===== src/rtl/pe_pkg.sv =====
// Shared constants for the pe_dbw systolic processing element.
package pe_pkg;

  localparam int unsigned PE_DW   = 16;
  localparam int unsigned PE_FRAC = 10;

  localparam logic PE_MODE_WS = 1'b0;
  localparam logic PE_MODE_OS = 1'b1;

  // Signed limits of a PE_DW-bit result.
  localparam logic signed [PE_DW-1:0] PE_SAT_MAX = {1'b0, {(PE_DW-1){1'b1}}};
  localparam logic signed [PE_DW-1:0] PE_SAT_MIN = {1'b1, {(PE_DW-1){1'b0}}};

endpackage


===== src/rtl/pe_mul_rs.sv =====
// Combinational multiply, round, shift, add and saturate/wrap with overflow detect.
module pe_mul_rs
  import pe_pkg::*;
#(
  parameter int unsigned DW   = PE_DW,
  parameter int unsigned FRAC = PE_FRAC,
  parameter int unsigned RND  = 1,
  parameter int unsigned SAT  = 1
) (
  input  logic signed [DW-1:0] a_i,
  input  logic signed [DW-1:0] b_i,
  input  logic signed [DW-1:0] addend_i,
  output logic signed [DW-1:0] sum_c_o,
  output logic                 ovf_c_o
);

  localparam int unsigned PW = 2 * DW;
  localparam int unsigned XW = DW + 2;

  localparam logic signed [PW-1:0] RND_K  = (RND != 0) ? (PW'(1) << (FRAC - 1)) : PW'(0);
  localparam logic signed [DW-1:0] MAX_DW = {1'b0, {(DW-1){1'b1}}};
  localparam logic signed [DW-1:0] MIN_DW = {1'b1, {(DW-1){1'b0}}};
  localparam logic signed [XW-1:0] MAX_X  = XW'(MAX_DW);
  localparam logic signed [XW-1:0] MIN_X  = XW'(MIN_DW);

  logic signed [PW-1:0] prod_c;
  logic signed [XW-1:0] shf_c;
  logic signed [XW-1:0] sum_x_c;
  logic                 ovf_c;

  // Product is rounded in full width, then narrowed to DW+2 bits after the shift.
  always_comb begin
    prod_c  = PW'(a_i) * PW'(b_i);
    shf_c   = XW'((prod_c + RND_K) >>> FRAC);
    sum_x_c = shf_c + XW'(addend_i);
    ovf_c   = (sum_x_c > MAX_X) || (sum_x_c < MIN_X);
    sum_c_o = sum_x_c[DW-1:0];
    if (ovf_c && (SAT != 0)) begin
      sum_c_o = sum_x_c[XW-1] ? MIN_DW : MAX_DW;
    end
    ovf_c_o = ovf_c;
  end

endmodule


===== src/rtl/pe_dbw.sv =====
// Systolic MAC cell: double-buffered weights, WS pass-through sum or OS accumulate with drain chain.
module pe_dbw
  import pe_pkg::*;
#(
  parameter int unsigned DW   = PE_DW,
  parameter int unsigned FRAC = PE_FRAC,
  parameter int unsigned RND  = 1,
  parameter int unsigned SAT  = 1
) (
  input  logic          clk,
  input  logic          rst_n,
  input  logic          mode,
  input  logic [DW-1:0] act_in,
  input  logic          act_valid_in,
  output logic [DW-1:0] act_out,
  output logic          act_valid_out,
  input  logic [DW-1:0] w_in,
  input  logic          w_load,
  input  logic          w_swap,
  output logic [DW-1:0] w_out,
  input  logic [DW-1:0] psum_in,
  input  logic          psum_valid_in,
  output logic [DW-1:0] psum_out,
  output logic          psum_valid_out,
  input  logic          os_clear,
  input  logic          os_drain,
  input  logic          flag_clr,
  output logic          ovf_flag
);

  logic [DW-1:0] act_q,      act_d;
  logic          act_vld_q,  act_vld_d;
  logic [DW-1:0] w_sh_q,     w_sh_d;
  logic [DW-1:0] w_act_q,    w_act_d;
  logic [DW-1:0] acc_q,      acc_d;
  logic [DW-1:0] psum_q,     psum_d;
  logic          psum_vld_q, psum_vld_d;
  logic          ovf_q,      ovf_d;

  logic [DW-1:0] addend_c;
  logic [DW-1:0] sum_c;
  logic          ovf_c;
  logic          os_restart_c;

  assign os_restart_c = os_clear | os_drain;

  // A clear or drain restarts the accumulator, so the product enters with a zero addend.
  always_comb begin
    addend_c = psum_in;
    if (mode == PE_MODE_OS) begin
      addend_c = os_restart_c ? '0 : acc_q;
    end
  end

  pe_mul_rs #(
    .DW   (DW),
    .FRAC (FRAC),
    .RND  (RND),
    .SAT  (SAT)
  ) u_mul (
    .a_i      (act_in),
    .b_i      (w_act_q),
    .addend_i (addend_c),
    .sum_c_o  (sum_c),
    .ovf_c_o  (ovf_c)
  );

  always_comb begin
    act_d      = act_valid_in ? act_in : act_q;
    act_vld_d  = act_valid_in;
    w_sh_d     = w_load ? w_in : w_sh_q;
    w_act_d    = w_swap ? w_sh_q : w_act_q;
    acc_d      = acc_q;
    psum_d     = psum_q;
    psum_vld_d = 1'b0;
    ovf_d      = (ovf_q & ~flag_clr) | (act_valid_in & ovf_c);

    if (mode == PE_MODE_WS) begin
      if (act_valid_in) begin
        psum_d     = sum_c;
        psum_vld_d = 1'b1;
      end
    end else begin
      if (os_restart_c) begin
        acc_d = act_valid_in ? sum_c : '0;
      end else if (act_valid_in) begin
        acc_d = sum_c;
      end
      // Draining this cell takes priority over forwarding the northern chain.
      if (os_drain) begin
        psum_d     = acc_q;
        psum_vld_d = 1'b1;
      end else begin
        psum_d     = psum_in;
        psum_vld_d = psum_valid_in;
      end
    end
  end

  always_ff @(posedge clk or negedge rst_n) begin
    if (!rst_n) begin
      act_q      <= '0;
      act_vld_q  <= 1'b0;
      w_sh_q     <= '0;
      w_act_q    <= '0;
      acc_q      <= '0;
      psum_q     <= '0;
      psum_vld_q <= 1'b0;
      ovf_q      <= 1'b0;
    end else begin
      act_q      <= act_d;
      act_vld_q  <= act_vld_d;
      w_sh_q     <= w_sh_d;
      w_act_q    <= w_act_d;
      acc_q      <= acc_d;
      psum_q     <= psum_d;
      psum_vld_q <= psum_vld_d;
      ovf_q      <= ovf_d;
    end
  end

  assign act_out        = act_q;
  assign act_valid_out  = act_vld_q;
  assign w_out          = w_sh_q;
  assign psum_out       = psum_q;
  assign psum_valid_out = psum_vld_q;
  assign ovf_flag       = ovf_q;

endmodule

===== config.mk =====
export PLATFORM = sky130hd
export DESIGN_NAME = pe_dbw
export DESIGN_NICKNAME = d
export VERILOG_FILES = /design/src/rtl/pe_pkg.sv /design/src/rtl/pe_mul_rs.sv /design/src/rtl/pe_dbw.sv
export SDC_FILE = /design/constraint.sdc
export NUM_CORES = 1
export LEC_CHECK = 0
export CAP_MARGIN = 20
export CELL_PAD_IN_SITES_DETAIL_PLACEMENT = 0
export CELL_PAD_IN_SITES_GLOBAL_PLACEMENT = 1
export CORE_UTILIZATION = 48
export CTS_BUF_LIST = sky130_fd_sc_hd__clkbuf_16
export DETAILED_ROUTE_END_ITERATION = 12
export GPL_TIMING_DRIVEN = 0
export PLACE_DENSITY_LB_ADDON = 0.1
export REMOVE_ABC_BUFFERS = 1
export SETUP_SLACK_MARGIN = 0.5
export SLEW_MARGIN = 20
export SYNTH_ARGS = -nofsm -noshare
export SYNTH_HDL_FRONTEND = slang
export SYNTH_SLANG_ARGS = --single-unit

===== constraint.sdc =====
create_clock -name clk -period 9.8 [get_ports clk]
set_clock_uncertainty 0.1 [all_clocks]
set_input_delay 1.96 -clock clk [delete_from_list [all_inputs] [get_ports clk]]
set_output_delay 1.96 -clock clk [all_outputs]
set_load 0.02 [all_outputs]

# ---- Word-level counts from Yosys, hierarchy flattened
# Index checks and enable logic that the tools add are counted.
dict set report classes {
  n_addsub 2
  n_mul 1
  order_cmp 2
  mux 12
  n_bitwise 5
  n_reduce_logical 4
}
# op count
set ops {}
lappend ops {{$mux W16} 9}
lappend ops {{$add A28 B11 Y28 const B} 1}
lappend ops {{$mul A16 B16 Y28} 1}
lappend ops {{$add A18 B16 Y18} 1}
lappend ops {{$gt A18 B16 Y1 const B} 1}
lappend ops {{$lt A18 B16 Y1 const B} 1}
lappend ops {{$reduce_bool A2 Y1} 2}
lappend ops {{$mux W1} 3}
lappend ops {{$and A1 B1 Y1} 2}
lappend ops {{$or A1 B1 Y1} 2}
lappend ops {{$reduce_and A2 Y1} 1}
lappend ops {{$logic_or A1 B1 Y1} 1}
lappend ops {{$not A1 Y1} 1}
dict set report totals {
  regBits 83
  inputBits 58
  out_inout_bits 51
  wordCells 34
}

# ---- Longest topological paths before layout
dict set report logic_depth {
  ltp_word 9
  mapped_depth 35
  depth_no_buf 32
}

# ---- Hierarchy
# Synthesis repeated with hierarchy kept, for this count alone.
dict set report unflattened {
  cells_unflattened 1342
  area_unflattened_um2 13230.2
}
# mod n_inst cells_each area_per_inst_um2 seq_area_each_um2
set by_module_without_submodules {}
lappend by_module_without_submodules {pe_mul_rs 1 1103 9648.0 0.0}
lappend by_module_without_submodules {pe_dbw 1 239 3582.2 2077.0}

# ---- Least setup slack after synthesis
# OpenSTA, ideal clock, no wires.
dict set report synth_timing {
  path_kind {input port to flip-flop}
  startpoint {input act_in[14]}
  endpoint {register acc_q[10]}
  setup_time_ns 0.126
  arrival_time_ns 9.487
  required_ns 9.574
  path_slack_ns 0.087
  cell_stages 31
  n_path_buf 3
  path_cell_list {clkbuf_1 and2_1 fa_1 inv_1 fa_1 fa_1 inv_1 fa_1 fa_1 inv_1 fa_1 inv_1 ha_1 a2111oi_1 o2bb2ai_1 a31o_1 a41oi_1 a41o_1 a21o_1 a21o_1 or4_1 nand3_1 ha_1 clkbuf_1 a21oi_1 o21ai_0 xnor2_2 xor2_1 o21ba_2 buf_2 a221o_1}
}
dict set report synth_via {
  elab_chain_cells 8
  word_cells_on_any_way 11
  classes_between {add/sub (2); mul (1); order compare (2); mux (5); reduce/logical (1)}
}
# item line
set synth_rtl {}
lappend synth_rtl {{start, declared} pe_dbw.sv:13} ;# input logic [DW-1:0] act_in,
lappend synth_rtl {{$mul A16 B16 Y28 *} pe_mul_rs.sv:33} ;# prod_c = PW'(a_i) * PW'(b_i);
lappend synth_rtl {{$add A28 B11 Y28 *} pe_mul_rs.sv:34} ;# shf_c = XW'((prod_c + RND_K) >>> FRAC);
lappend synth_rtl {{$add A18 B16 Y18 *} pe_mul_rs.sv:35} ;# sum_x_c = shf_c + XW'(addend_i);
lappend synth_rtl {{$gt A18 B16 Y1 / $lt A18 B16 Y1 (equally long branches)} pe_mul_rs.sv:36} ;# ovf_c = (sum_x_c > MAX_X) || (sum_x_c < MIN_X);
lappend synth_rtl {{$logic_or A1 B1 Y1} pe_mul_rs.sv:36}
lappend synth_rtl {{$mux W16 *} pe_mul_rs.sv:38} ;# if (ovf_c && (SAT != 0)) begin
lappend synth_rtl {{$mux W16 (on tied branches)} {pe_dbw.sv:86, pe_dbw.sv:85}}
lappend synth_rtl {{$mux W16 *} pe_dbw.sv:84} ;# if (os_restart_c) begin
lappend synth_rtl {{end signal, assigned} pe_dbw.sv:106} ;# acc_q <= '0;
lappend synth_rtl {{end signal, assigned} pe_dbw.sv:115} ;# acc_q <= acc_d;
lappend synth_rtl {{end, declared} pe_dbw.sv:35} ;# logic [DW-1:0] acc_q, acc_d;
# Every way passes the cells marked *; elsewhere a longest branch is shown, timed or not. The select of a mux whose other input is x is not followed.
# A chain may end at the register's enable or synchronous reset.

# ---- Final worst setup path
dict set report layout_timing {
  startpoint {input act_in[2]}
  endpoint {register acc_q[14]}
}
# The elaborated chain is that of the path after synthesis.

==> summary.md <==
| Metric | Value |
|---|---|
| Status | completed |
| Drt wl/cell | 19.8 um |
| Pin count of the biggest net entering global routing | 68 |
| Predominant post-synthesis flop cell | dfrtp_1 |
| Die area | 0.0280 sq mm |
| Total CTS buffers | 9 |
| WS Path Type | in2reg |
| H-Tree Depth | 3 |
| Max incr delay on CP | 0.57 ns |
| CP Data Required Time | 9.94 ns |
| R2R setup slack | 1.14 ns |
| # DRC | 0 |
| CTS tree | yes |
| CP Launch Type | input port |
| Post-Syn Instances | 1363 |
| Grt total ovfl | 0 |
| Seq/Total Area, Yosys | 0.158 |
| Clk_lat worst skew | 0.36 ns |
| Nets | 1858 |
| Detailed placement HPWL | 25600 um |
| Layout cell share with drive strength beyond 1 | 0.166 |
| # clock sinks | 83 |
| GPL Wtd Cong | 0.837 |
| First-pass GRT wire length | 57500 um |
| Crit Path Max Fanout | 17 |
| Worst-Margin Slew | 1.00 ns |
| Synth Warn # | 0 |
| Worst path slowest cell | fa_1 |
| Top delay family on crit path | adder cells |
| Post-CTS Hold Buffers | 0 |
| Vias in the first global route | 10600 |
| Worst path arrival time | 9.47 ns |
| Max-slew violations | 0 |
| Syn_area_per_cell | 9.62 sq um |
| Post-detailed-route count of antenna-violating nets | 0 |
| RR Endpoint | acc_q[14]$_DFFE_PN0P_ |
| Post-synth EDFFs | 0 |
| Worst hold stages | 1 |
| CP endpoint kind | flop |
| Die width | 167 um |
| Final setup fails | 0 |
| Clk buf depth | 2 |
| Hold Fails Final Rpt | 0 |
| Routed vias/inst | 5.39 |
| RSZ-0062 raised after global routing | yes |
| Top-level I/O count | 109 |
| Fin crit period | 9.32 ns |
| Rel. slew slack | 0.330 |
| Hold path start | act_out[3]$_DFFE_PN0P_ |
| Fmax | 107 MHz |
| IO buf count | 108 |
| Area Growth Syn to Fin | 22.6% |
| Synthesized flop and latch total | 83 |
| Routed WL | 36100 um |
| M1 WL | 15700 um |
| Initial DRC Count | 475 |
| WP buf/inv | 5 |
| Post-route clock period utilization | 0.951 |
| Met2 wire length | 17600 um |
| Die height | 167 um |
| Cell Area, Synth | 0.0131 sq mm |
| Cell mode on critical path | fa_1 |
| Antenna violations before repair | 2 |
| Filler instances | 2344 |
| Met3 wire len | 2030 um |
| R2R cell count | 29 |
| Vias | 9843 |
| Hold EP | act_out[3]$_DFFE_PN0P_ |
| Row count | 60 |
| Top Layer Used | met4 |
| Fraction of registers with async set/reset | 1.00 |
| Min-Delay Path Class | reg2reg |
| Max-cap viol count | 0 |
| Total GRT Usage | 0.268 |
| Reg2Reg Launch Point | w_act_q[15]$_DFFE_PN0P_ |
| Initial Util | 0.488 |
| Post-synth cell types | 60 |
| Final core utilization | 0.598 |
| Clock-pin slew on the worst setup and hold paths | 0.08 ns |
| Clock Tree Root | clkbuf_16 |
| Core area | 0.0269 sq mm |
| DR pass1 iterations | 5 |
through the flow:
stage	hold slack (ns)	std cells	TNS (ns)	setup slack [ns]	area, sq um
floorplan	0.371	1307	-1.43	-0.101	12900
global placement	0.391	1756	-83.59	-2.73	14400
detailed placement	0.395	1760	-56.98	-1.85	14500
CTS	0.416	1800	0	0.505	15300
global route	0.437	1826	0	0.240	16100
finish	0.414	1827	0	0.476	16100
flip-flops by register name (all words and copies together), names as in the netlist:
signal / count
acc_q: 16
act_out: 16
psum_out: 16
w_act_q: 16
w_out: 16
act_valid_out: 1
ovf_flag: 1
psum_valid_out: 1
cells in the mapped netlist, types with 2 or more instances:
cell type | instances | share of area
buf_1 | 3 | 0.00086
a221o_1 | 13 | 0.0099
nand2b_1 | 8 | 0.0038
a221oi_2 | 11 | 0.013
nand3_1 | 7 | 0.0027
a221oi_1 | 3 | 0.0020
buf_6 | 2 | 0.0017
fa_1 | 230 | 0.35
nor2_1 | 37 | 0.011
clkbuf_1 | 45 | 0.013
o21ai_0 | 47 | 0.018
a31o_2 | 2 | 0.0013
and2_1 | 116 | 0.055
nor3_1 | 7 | 0.0027
xnor2_1 | 43 | 0.029
xor2_1 | 11 | 0.0073
a31oi_1 | 2 | 0.00095
o2bb2ai_1 | 2 | 0.0013
inv_1 | 293 | 0.084
o221ai_1 | 2 | 0.0013
o21bai_1 | 5 | 0.0029
dfrtp_1 | 83 | 0.16
and3_1 | 2 | 0.00095
buf_2 | 4 | 0.0015
nand4_1 | 4 | 0.0019
ha_1 | 90 | 0.086
mux2i_1 | 15 | 0.011
a22oi_1 | 2 | 0.0011
nand2_1 | 146 | 0.042
o21a_1 | 3 | 0.0017
mux2_2 | 47 | 0.040
a21o_1 | 9 | 0.0052
o31ai_1 | 3 | 0.0017
buf_4 | 2 | 0.0011
a21oi_1 | 26 | 0.0099
o21ai_1 | 4 | 0.0015
a211oi_1 | 3 | 0.0017
nor2b_1 | 9 | 0.0043
cells in the final DEF, fill, tap and decap left out, types with 4 or more instances in the layout:
cell | netlist | final
ha_4 | 0 | 11
inv_2 | 0 | 5
o21ai_2 | 0 | 4
nand2b_1 | 8 | 8
o21ai_1 | 4 | 11
clkdlybuf4s50_1 | 0 | 86
nor2b_1 | 9 | 7
and2_1 | 116 | 111
a21oi_1 | 26 | 16
a221oi_2 | 11 | 13
xor2_1 | 11 | 6
buf_8 | 0 | 5
a221o_1 | 13 | 13
and2_4 | 0 | 5
buf_2 | 4 | 6
o21ai_4 | 0 | 5
buf_6 | 2 | 8
mux2_2 | 47 | 47
nand4_1 | 4 | 4
inv_1 | 293 | 287
nand2_1 | 146 | 143
buf_12 | 0 | 9
o21bai_1 | 5 | 4
clkbuf_16 | 0 | 12
mux2i_1 | 15 | 15
nor3_1 | 7 | 5
xnor2_1 | 43 | 37
a21o_1 | 9 | 9
nand3_1 | 7 | 4
fa_1 | 230 | 225
nor2_1 | 37 | 34
dfrtp_1 | 83 | 83
fa_2 | 0 | 5
xnor2_2 | 1 | 4
a21oi_2 | 0 | 8
buf_4 | 2 | 38
buf_16 | 0 | 4
ha_1 | 90 | 75
o21ai_0 | 47 | 31
ha_2 | 0 | 4
how the worst max path moves through the flow:
stage	startpoint	endpoint	slack (ns)	cells after the start
2_1_floorplan	act_in[14]	psum_out[2]$_DFFE_PN0P_	-0.10	28
3_3_place_gp	act_in[10]	psum_out[3]$_DFFE_PN0P_	-2.73	31
3_5_place_dp	act_in[10]	acc_q[12]$_DFFE_PN0P_	-1.85	31
4_1_cts	act_in[11]	acc_q[14]$_DFFE_PN0P_	0.50	30
5_1_grt	act_in[11]	psum_out[3]$_DFFE_PN0P_	0.24	32
6_report	act_in[2]	acc_q[14]$_DFFE_PN0P_	0.48	29
area by class of cell:
type	count	area [sq um]	area share
Clock buffer	9	225	0.0140
Clock inverter	7	72.6	0.00451
Inverter	294	1110	0.0688
Multi-Input combinational cell	933	10500	0.651
Antenna cell	1	2.50	0.000156
Timing Repair Buffer	159	1710	0.106
Tap cell	341	427	0.0265
Sequential cell	83	2080	0.129
kinds of logic after synthesis:
logic type,count (synthesis),synth area share
buf+inv,350,0.102
simple gates,342,0.128
fa+ha+maj,320,0.437
compound gates,150,0.0832
flops,83,0.158
mux,62,0.0518
xor+xnor,56,0.0390
worst reg2reg max path: cells and delay by family (launching register included):
family | cells | cell delay [ns]
AOI/OAI and AO/OA | 11 | 2.46
xor gates and xnor gates | 3 | 0.51
adders and majority gates | 8 | 3.57
buffers and inverters | 5 | 0.93
DFF | 1 | 0.61
and+or+nand+nor | 2 | 0.37
timing repair:
| action | 4_1_cts | 5_1_grt |
|---|---|---|
| buffers inserted | 22 | 21 |
| gates cloned | 2 | 5 |
| endpoints found under the setup margin | 33 | 33 |
| pin swaps | 29 | 91 |
| gates resized for setup | 153 | 113 |
metal layers:
metal | track usage | vias to the layer above
met5 | 0 | -
met1 | 0.360 | 5070
met3 | 0.0440 | 46
li1 | - | 4450
met2 | 0.456 | 277
met4 | 0.0602 | 0
Power is left out: the tool's default activity adds up to more than one toggle a clock period on the data nets, which glitch-free logic cannot reach.
